<file path="config.mk">
export PLATFORM = sky130hd
export DESIGN_NAME = mips_multicycle_ctrl_flat
export DESIGN_NICKNAME = d
export VERILOG_FILES = /design/src/rtl/mips_ctrl_pkg.sv /design/src/rtl/mips_multicycle_ctrl_if.sv /design/src/rtl/mips_ctrl_decode.sv /design/src/rtl/mips_multicycle_ctrl.sv /design/src/flat_wrapper.sv
export SDC_FILE = /design/constraint.sdc
export NUM_CORES = 1
export LEC_CHECK = 0
export BUFFER_PORTS_ARGS = -buffer_cell sky130_fd_sc_hd__buf_2
export CORE_MARGIN = 4
export CORE_UTILIZATION = 45
export CTS_BUF_LIST = sky130_fd_sc_hd__clkbuf_4 sky130_fd_sc_hd__clkbuf_8 sky130_fd_sc_hd__clkbuf_16
export CTS_CLUSTER_DIAMETER = 200
export DETAILED_ROUTE_END_ITERATION = 7
export GPL_TIMING_DRIVEN = 0
export PLACE_DENSITY = 0.84
export REMOVE_ABC_BUFFERS = 1
export SETUP_SLACK_MARGIN = 0.4
export SKIP_CTS_REPAIR_TIMING = 1
export SYNTH_ARGS = -nofsm -noshare
export SYNTH_HDL_FRONTEND = slang
export SYNTH_SLANG_ARGS = --single-unit
</file>
<file path="constraint.sdc">
create_clock -name clk -period 1.6 [get_ports clk]
set_input_delay 0.16 -clock clk [delete_from_list [all_inputs] [get_ports clk]]
set_output_delay 0.16 -clock clk [all_outputs]
set_load 0.005 [all_outputs]
</file>
<file path="src/rtl/mips_ctrl_pkg.sv">
// Shared definitions for the multi-cycle MIPS controller: state encodings,
// opcode constants, ALU/PC select encodings and the control-vector struct.
// Used by the controller, the ALU decoder and the testbench.
package mips_ctrl_pkg;

    typedef enum logic [3:0] {
        IDLE   = 4'd0,
        FETCH  = 4'd1,
        DECODE = 4'd2,
        MEMADR = 4'd3,
        MEMRD  = 4'd4,
        MEMWB  = 4'd5,
        MEMWR  = 4'd6,
        EXEC   = 4'd7,
        ALUWB  = 4'd8,
        BRANCH = 4'd9,
        JUMP   = 4'd10,
        ADDIEX = 4'd11,
        ADDIWB = 4'd12,
        TRAP   = 4'd13
    } state_e;

    localparam logic [5:0] OP_RTYPE = 6'b000000;
    localparam logic [5:0] OP_LW    = 6'b100011;
    localparam logic [5:0] OP_SW    = 6'b101011;
    localparam logic [5:0] OP_BEQ   = 6'b000100;
    localparam logic [5:0] OP_J     = 6'b000010;
    localparam logic [5:0] OP_ADDI  = 6'b001000;

    localparam logic [1:0] ALUOP_ADD   = 2'b00;
    localparam logic [1:0] ALUOP_SUB   = 2'b01;
    localparam logic [1:0] ALUOP_FUNCT = 2'b10;

    localparam logic [1:0] PCSRC_ALU    = 2'b00;
    localparam logic [1:0] PCSRC_ALUOUT = 2'b01;
    localparam logic [1:0] PCSRC_JUMP   = 2'b10;

    localparam logic [1:0] SRCB_B        = 2'b00;
    localparam logic [1:0] SRCB_FOUR     = 2'b01;
    localparam logic [1:0] SRCB_SEXT     = 2'b10;
    localparam logic [1:0] SRCB_SEXT_SH2 = 2'b11;

    typedef struct packed {
        logic       PCWrite;
        logic       PCWriteCond;
        logic       IorD;
        logic       MemRead;
        logic       MemWrite;
        logic       MemtoReg;
        logic       IRWrite;
        logic       RegWrite;
        logic       RegDst;
        logic       ALUSrcA;
        logic [1:0] PCSource;
        logic [1:0] ALUOp;
        logic [1:0] ALUSrcB;
        logic       pc_en;
    } ctrl_t;

endpackage

</file>
<file path="src/rtl/mips_multicycle_ctrl_if.sv">
// Controller <-> datapath bus: instruction fields and flags in, controls out.
// master = controller side, slave = datapath side.
interface mips_multicycle_ctrl_if;
    logic [5:0] opcode;
    logic [5:0] funct;
    logic       zero;
    logic       mem_ready;
    logic       PCWrite, PCWriteCond, IorD, MemRead, MemWrite;
    logic       MemtoReg, IRWrite, RegWrite, RegDst, ALUSrcA;
    logic [1:0] PCSource, ALUOp, ALUSrcB;
    logic       pc_en;

    modport master (
        input  opcode, funct, zero, mem_ready,
        output PCWrite, PCWriteCond, IorD, MemRead, MemWrite,
               MemtoReg, IRWrite, RegWrite, RegDst, ALUSrcA,
               PCSource, ALUOp, ALUSrcB, pc_en
    );

    modport slave (
        output opcode, funct, zero, mem_ready,
        input  PCWrite, PCWriteCond, IorD, MemRead, MemWrite,
               MemtoReg, IRWrite, RegWrite, RegDst, ALUSrcA,
               PCSource, ALUOp, ALUSrcB, pc_en
    );
endinterface

</file>
<file path="src/rtl/mips_ctrl_decode.sv">
// State -> control-vector decode. Only FETCH looks at mem_ready (IRWrite and
// PCWrite wait for the fetch to complete); pc_en folds in the ALU zero flag.
module mips_ctrl_decode
    import mips_ctrl_pkg::*;
(
    input  state_e i_state,
    input  logic   i_mem_ready,
    input  logic   i_zero,
    output ctrl_t  o_ctrl
);

    // Moore decode with all-zero default; unlisted states (IDLE, TRAP, 14, 15) stay quiet
    always_comb begin
        o_ctrl = '0;
        case (i_state)
            FETCH: begin
                o_ctrl.MemRead = 1'b1;
                o_ctrl.ALUSrcB = SRCB_FOUR;
                o_ctrl.IRWrite = i_mem_ready;
                o_ctrl.PCWrite = i_mem_ready;
            end
            DECODE: o_ctrl.ALUSrcB = SRCB_SEXT_SH2;
            MEMADR: begin
                o_ctrl.ALUSrcA = 1'b1;
                o_ctrl.ALUSrcB = SRCB_SEXT;
            end
            MEMRD: begin
                o_ctrl.MemRead = 1'b1;
                o_ctrl.IorD    = 1'b1;
            end
            MEMWB: begin
                o_ctrl.RegWrite = 1'b1;
                o_ctrl.MemtoReg = 1'b1;
            end
            MEMWR: begin
                o_ctrl.MemWrite = 1'b1;
                o_ctrl.IorD     = 1'b1;
            end
            EXEC: begin
                o_ctrl.ALUSrcA = 1'b1;
                o_ctrl.ALUOp   = ALUOP_FUNCT;
            end
            ALUWB: begin
                o_ctrl.RegWrite = 1'b1;
                o_ctrl.RegDst   = 1'b1;
            end
            BRANCH: begin
                o_ctrl.ALUSrcA     = 1'b1;
                o_ctrl.ALUOp       = ALUOP_SUB;
                o_ctrl.PCWriteCond = 1'b1;
                o_ctrl.PCSource    = PCSRC_ALUOUT;
            end
            JUMP: begin
                o_ctrl.PCWrite  = 1'b1;
                o_ctrl.PCSource = PCSRC_JUMP;
            end
            ADDIEX: begin
                o_ctrl.ALUSrcA = 1'b1;
                o_ctrl.ALUSrcB = SRCB_SEXT;
            end
            ADDIWB: o_ctrl.RegWrite = 1'b1;
            default: o_ctrl = '0;
        endcase
        o_ctrl.pc_en = o_ctrl.PCWrite | (o_ctrl.PCWriteCond & i_zero);
    end

endmodule

</file>
<file path="src/rtl/mips_multicycle_ctrl.sv">
// Multi-cycle MIPS control FSM: sequences fetch/decode/execute/memory/writeback
// over a shared memory port and ALU, stalls on mem_ready, counts retirements.
// Optional macro MULTICYCLE_CTRL_TRAP_EN: undefined opcodes lock into TRAP and
// raise the sticky illegal flag; otherwise they drop back to FETCH uncounted.
module mips_multicycle_ctrl
    import mips_ctrl_pkg::*;
#(
    parameter int CNT_W   = 32,
    parameter int STATE_W = 4
) (
    input  logic                 clk,
    input  logic                 Reset,
    mips_multicycle_ctrl_if.master bus,
    output logic [STATE_W-1:0]   state,
    output logic [CNT_W-1:0]     instr_count
`ifdef MULTICYCLE_CTRL_TRAP_EN
    ,
    output logic                 illegal
`endif
);

    state_e           r_state, w_next;
    logic [CNT_W-1:0] r_count;
    logic             w_retire;
    ctrl_t            w_ctrl;

    // funct is consumed by the ALU decoder, not here
    wire w_unused_funct = &{1'b0, bus.funct};

    // State register; reset drops straight to IDLE so controls go quiet at once
    always_ff @(posedge clk or negedge Reset) begin
        if (!Reset) r_state <= IDLE;
        else        r_state <= w_next;
    end

    // Next-state and retirement decode
    always_comb begin
        w_next   = r_state;
        w_retire = 1'b0;
        case (r_state)
            IDLE:   w_next = FETCH;
            FETCH:  if (bus.mem_ready) w_next = DECODE;
            DECODE: begin
                case (bus.opcode)
                    OP_LW, OP_SW: w_next = MEMADR;
                    OP_RTYPE:     w_next = EXEC;
                    OP_BEQ:       w_next = BRANCH;
                    OP_J:         w_next = JUMP;
                    OP_ADDI:      w_next = ADDIEX;
                    default: begin
`ifdef MULTICYCLE_CTRL_TRAP_EN
                        w_next = TRAP;
`else
                        w_next = FETCH;
`endif
                    end
                endcase
            end
            MEMADR: w_next = (bus.opcode == OP_LW) ? MEMRD : MEMWR;
            MEMRD:  if (bus.mem_ready) w_next = MEMWB;
            MEMWR: begin
                if (bus.mem_ready) begin
                    w_next   = FETCH;
                    w_retire = 1'b1;
                end
            end
            EXEC:   w_next = ALUWB;
            ADDIEX: w_next = ADDIWB;
            MEMWB, ALUWB, BRANCH, JUMP, ADDIWB: begin
                w_next   = FETCH;
                w_retire = 1'b1;
            end
`ifdef MULTICYCLE_CTRL_TRAP_EN
            TRAP:   w_next = TRAP;
`endif
            default: w_next = FETCH;
        endcase
    end

    // Retired-instruction counter, wraps naturally
    always_ff @(posedge clk or negedge Reset) begin
        if (!Reset)        r_count <= '0;
        else if (w_retire) r_count <= r_count + CNT_W'(1);
    end

`ifdef MULTICYCLE_CTRL_TRAP_EN
    logic r_illegal;

    // Sticky illegal flag, set on entry to TRAP
    always_ff @(posedge clk or negedge Reset) begin
        if (!Reset)              r_illegal <= 1'b0;
        else if (w_next == TRAP) r_illegal <= 1'b1;
    end

    assign illegal = r_illegal;
`endif

    mips_ctrl_decode u_decode (
        .i_state     (r_state),
        .i_mem_ready (bus.mem_ready),
        .i_zero      (bus.zero),
        .o_ctrl      (w_ctrl)
    );

    assign bus.PCWrite     = w_ctrl.PCWrite;
    assign bus.PCWriteCond = w_ctrl.PCWriteCond;
    assign bus.IorD        = w_ctrl.IorD;
    assign bus.MemRead     = w_ctrl.MemRead;
    assign bus.MemWrite    = w_ctrl.MemWrite;
    assign bus.MemtoReg    = w_ctrl.MemtoReg;
    assign bus.IRWrite     = w_ctrl.IRWrite;
    assign bus.RegWrite    = w_ctrl.RegWrite;
    assign bus.RegDst      = w_ctrl.RegDst;
    assign bus.ALUSrcA     = w_ctrl.ALUSrcA;
    assign bus.PCSource    = w_ctrl.PCSource;
    assign bus.ALUOp       = w_ctrl.ALUOp;
    assign bus.ALUSrcB     = w_ctrl.ALUSrcB;
    assign bus.pc_en       = w_ctrl.pc_en;

    assign state       = STATE_W'(r_state);
    assign instr_count = r_count;

endmodule

</file>
<file path="src/flat_wrapper.sv">
// flat-port wrapper written by rule: the top's interface ports become plain ports
module mips_multicycle_ctrl_flat import mips_ctrl_pkg::*;
#(
    parameter int CNT_W   = 32,
    parameter int STATE_W = 4
)
  (clk, Reset, state, instr_count, bus_opcode, bus_funct, bus_zero, bus_mem_ready, bus_PCWrite, bus_PCWriteCond, bus_IorD, bus_MemRead, bus_MemWrite, bus_MemtoReg, bus_IRWrite, bus_RegWrite, bus_RegDst, bus_ALUSrcA, bus_PCSource, bus_ALUOp, bus_ALUSrcB, bus_pc_en);
  mips_multicycle_ctrl_if bus_i ();
  input  logic clk;
  input  logic Reset;
  output logic [STATE_W-1:0] state;
  output logic [CNT_W-1:0] instr_count;
  input wire logic [$bits(bus_i.opcode)-1:0] bus_opcode;
  input wire logic [$bits(bus_i.funct)-1:0] bus_funct;
  input wire logic [$bits(bus_i.zero)-1:0] bus_zero;
  input wire logic [$bits(bus_i.mem_ready)-1:0] bus_mem_ready;
  output wire logic [$bits(bus_i.PCWrite)-1:0] bus_PCWrite;
  output wire logic [$bits(bus_i.PCWriteCond)-1:0] bus_PCWriteCond;
  output wire logic [$bits(bus_i.IorD)-1:0] bus_IorD;
  output wire logic [$bits(bus_i.MemRead)-1:0] bus_MemRead;
  output wire logic [$bits(bus_i.MemWrite)-1:0] bus_MemWrite;
  output wire logic [$bits(bus_i.MemtoReg)-1:0] bus_MemtoReg;
  output wire logic [$bits(bus_i.IRWrite)-1:0] bus_IRWrite;
  output wire logic [$bits(bus_i.RegWrite)-1:0] bus_RegWrite;
  output wire logic [$bits(bus_i.RegDst)-1:0] bus_RegDst;
  output wire logic [$bits(bus_i.ALUSrcA)-1:0] bus_ALUSrcA;
  output wire logic [$bits(bus_i.PCSource)-1:0] bus_PCSource;
  output wire logic [$bits(bus_i.ALUOp)-1:0] bus_ALUOp;
  output wire logic [$bits(bus_i.ALUSrcB)-1:0] bus_ALUSrcB;
  output wire logic [$bits(bus_i.pc_en)-1:0] bus_pc_en;
  assign bus_i.opcode = bus_opcode;
  assign bus_i.funct = bus_funct;
  assign bus_i.zero = bus_zero;
  assign bus_i.mem_ready = bus_mem_ready;
  assign bus_PCWrite = bus_i.PCWrite;
  assign bus_PCWriteCond = bus_i.PCWriteCond;
  assign bus_IorD = bus_i.IorD;
  assign bus_MemRead = bus_i.MemRead;
  assign bus_MemWrite = bus_i.MemWrite;
  assign bus_MemtoReg = bus_i.MemtoReg;
  assign bus_IRWrite = bus_i.IRWrite;
  assign bus_RegWrite = bus_i.RegWrite;
  assign bus_RegDst = bus_i.RegDst;
  assign bus_ALUSrcA = bus_i.ALUSrcA;
  assign bus_PCSource = bus_i.PCSource;
  assign bus_ALUOp = bus_i.ALUOp;
  assign bus_ALUSrcB = bus_i.ALUSrcB;
  assign bus_pc_en = bus_i.pc_en;
  mips_multicycle_ctrl #(.CNT_W(CNT_W), .STATE_W(STATE_W)) u_core (.clk(clk), .Reset(Reset), .bus(bus_i), .state(state), .instr_count(instr_count));
endmodule
</file>
==> impl_metrics.py <==
metrics = {
    "sta": {
        "max_freq_mhz": 524,
        "rsz0062_at_grt": "yes",
        "tightest_slew_ns": 0.808,
        "slew_headroom": 0.461,
        "fin_setup_tns_ns": -4.83,
        "clock-skew-final_ns": 0.0135,
        "hold_slack_ns": -0.0542,
        "hold_violations": 36,
        "finalCritPeriodShare": 1.19,
        "period_minus_slack_ns": 1.91,
        "setup_violations": 39,
        "maxSlewViolCount": 0,
        "setup_ws_ns": -0.308,
    },
    "cells_and_area": {
        "final_util": 0.731,
        "drive_gt1_frac": 0.523,
        "syn2layout_area_growth_pct": 52.9,
        "diodes": 0,
        "nFillCells": 285,
        "nets": 316,
    },
    "global_routing": {
        "antenna_found_initial": 0,
        "grt.overflow.total": 0,
        "grt_pass1_wl_um": 7550,
        "grt_pass1_vias": 1635,
        "grt_usage": 0.178,
        "grt_max_degree": 37,
    },
    "cts": {
        "root_buffer": "clkbuf_8",
        "insertion_delay_ns": 0.29,
        "cts.clk_slew.worst_paths_ns": 0.08,
        "clock-sinks": 36,
        "cts_tree": "built",
        "cts_buffers": 5,
        "clock_path_buffers": 2,
        "h-tree-depth": 2,
    },
    "setup_path": {
        "cp_max_fo": 8,
        "endpoint_kind": "flop",
        "path_class": "flop to flop",
        "reg2reg_from": "u_core.state[0]$_DFFE_PN0P_",
        "cp.required_ns": 1.83,
        "timing.reg2reg.worst_path_depth": 6,
        "r2r_setup_slack_ns": -0.31,
        "cp.arrival_ns": 2.13,
        "r2r_end": "u_core.instr_count[10]$_DFFE_PN0P_",
        "cp-start-kind": "flop",
    },
    "detailed_routing": {
        "routed_wl_um": 6060,
        "ant_nets": 0,
        "vias_per_cell": 5.71,
        "first_pass_iters": 4,
        "dr_total_vias": 1997,
        "drt-initial-drc-count": 151,
        "wl_per_cell_um": 17.3,
        "drc": 0,
    },
    "floorplanning": {
        "num_rows": 23,
        "die_w_um": 73.9,
        "design.core.area_sq_um": 4090,
        "io_pins": 69,
        "start_util": 0.478,
        "dieHeight_um": 73.9,
        "dieArea_sq_um": 5460,
    },
    "placed_design": {
        "place.gp.congestion": 0.764,
        "dp_slack_ns": -0.716,
        "numPortBuffers": 62,
        "dp_hpwl_um": 3280,
    },
    "logic_synthesis": {
        "netlist_area_sq_um": 1950,
        "ys.warnings.count": 0,
        "async_flop_share": 1.00,
        "ys_types": 42,
        "ys_seq_elements": 36,
        "synth_edf_count": 0,
        "syn_avg_cell_area_sq_um": 9.63,
        "ys_seq_area_frac": 0.461,
        "syn_inst": 203,
        "synthFlopType": "dfrtp_1",
    },
    "run": {
        "drv_cap": 0,
    },
    "status": {
        "status": "finished with violations",
        "violations": "hold timing, setup timing",
    },
    "worst_hold_path": {
        "min_path_type": "primary input to asynchronous set/reset pin",
    },
    "power": {
        "p_leak_nw": 1.40,
        "worst_ir_drop_vdd_v": 0.000959,
        "power.density_nw_per_um2": 1380,
    },
}
-- cells in the final DEF, fill, tap and decap left out, drive strengths merged, types with 2 or more instances in the layout --
cell type  synthesis  routed
xnor2             18      18
o31ai              2       2
and4               3       3
dfrtp             36      36
buf                5      96
nand2             15      15
nand4              7       7
clkbuf             2       5
nand3             14      14
a21o               2       2
a31oi              2       2
nor2              26      26
nor3               9       9
a21oi              7       7
nor3b              2       2
nor4               3       3
inv                4       4
o21a               2       2
a211oi             2       2
nand2b             4       4
and3               5       5
xor2              15      15
o21ai              3       3
-- how the worst max path moves through the flow --
stage | from | to | slack (ns) | depth (start not counted)
2_1_floorplan | u_core.state[0]$_DFFE_PN0P_ | u_core.instr_count[28]$_DFFE_PN0P_ | -0.33 | 5
3_3_place_gp | u_core.state[0]$_DFFE_PN0P_ | u_core.instr_count[28]$_DFFE_PN0P_ | -0.63 | 5
3_5_place_dp | u_core.state[0]$_DFFE_PN0P_ | u_core.instr_count[28]$_DFFE_PN0P_ | -0.72 | 5
4_1_cts | u_core.state[0]$_DFFE_PN0P_ | u_core.instr_count[28]$_DFFE_PN0P_ | -0.70 | 5
5_1_grt | u_core.state[0]$_DFFE_PN0P_ | u_core.instr_count[10]$_DFFE_PN0P_ | -0.38 | 6
6_report | u_core.state[0]$_DFFE_PN0P_ | u_core.instr_count[10]$_DFFE_PN0P_ | -0.31 | 6
-- cells by family after synthesis --
| group | after synthesis | share of synthesized area |
|---|---|---|
| compound gates | 28 | 0.108 |
| xor+xnor | 33 | 0.148 |
| fa+ha+maj | 1 | 0.00640 |
| buf+inv | 11 | 0.0256 |
| flops | 36 | 0.461 |
| mux | 1 | 0.00576 |
| simple gates | 93 | 0.246 |
-- registers in the layout, indices dropped and copies added (netlist names) --
register            cells
u_core.state            4
u_core.instr_count     32
-- through the flow --
| stage | cells | power [mW] | cell area [sq um] |
|---|---|---|---|
| after CTS | 316 | 3.10 | 2400 |
| after floorplan | 196 | 1.87 | 1920 |
| after global placement | 308 | 2.29 | 2290 |
| after global routing | 350 | 4.33 | 2990 |
| after detailed placement | 308 | 2.31 | 2290 |
| final | 350 | 4.12 | 2990 |
-- area by class of cell --
cell class	count	area (sq um)	share of cell area
clock buffer	5	68.8	0.0230
multi-input combinational	156	1230	0.413
clock inverter	3	42.5	0.0142
sequential	36	907	0.303
inverter	4	22.5	0.00753
tap	50	62.6	0.0209
timing repair buffer	96	651	0.218
-- metal layers --
metal	global-route usage	vias to the layer above	wire length [um]
met2	0.286	76	3130
met5	0	-	0
met1	0.236	992	2430
met3	0.0397	19	293
li1	-	910	-
met4	0.0604	0	211
-- report_power, final --
group / internal, mW / total [mW] / switching, mW
Combinational: 1.04 / 2.06 / 1.02
Sequential: 1.05 / 1.26 / 0.213
Clock: 0.461 / 0.804 / 0.343
-- worst max-delay path, cell delays in order, from the launching register on --
cell and delay [ns]:
dfrtp_2 0.48, nand3b_1 0.25, buf_4 0.18, a21oi_4 0.23
nor2_4 0.12, nor4_1 0.41, xor2_1 0.17
-- Yosys cell counts, drive strengths merged (3+ instances only) --
cell type | count | area [sq um]
nand4 | 7 | 43.8
and3 | 5 | 31.3
nand2b | 4 | 25.0
nor2 | 26 | 97.6
o21ai | 3 | 15.0
buf | 5 | 27.5
dfrtp | 36 | 901
a21oi | 7 | 38.8
and4 | 3 | 26.3
nor4 | 3 | 33.8
nand3 | 14 | 70.1
nand2 | 15 | 56.3
nor3 | 9 | 45.0
xor2 | 15 | 131
inv | 4 | 15.0
xnor2 | 18 | 158
Note: power is estimated with default switching activity, not from simulation.
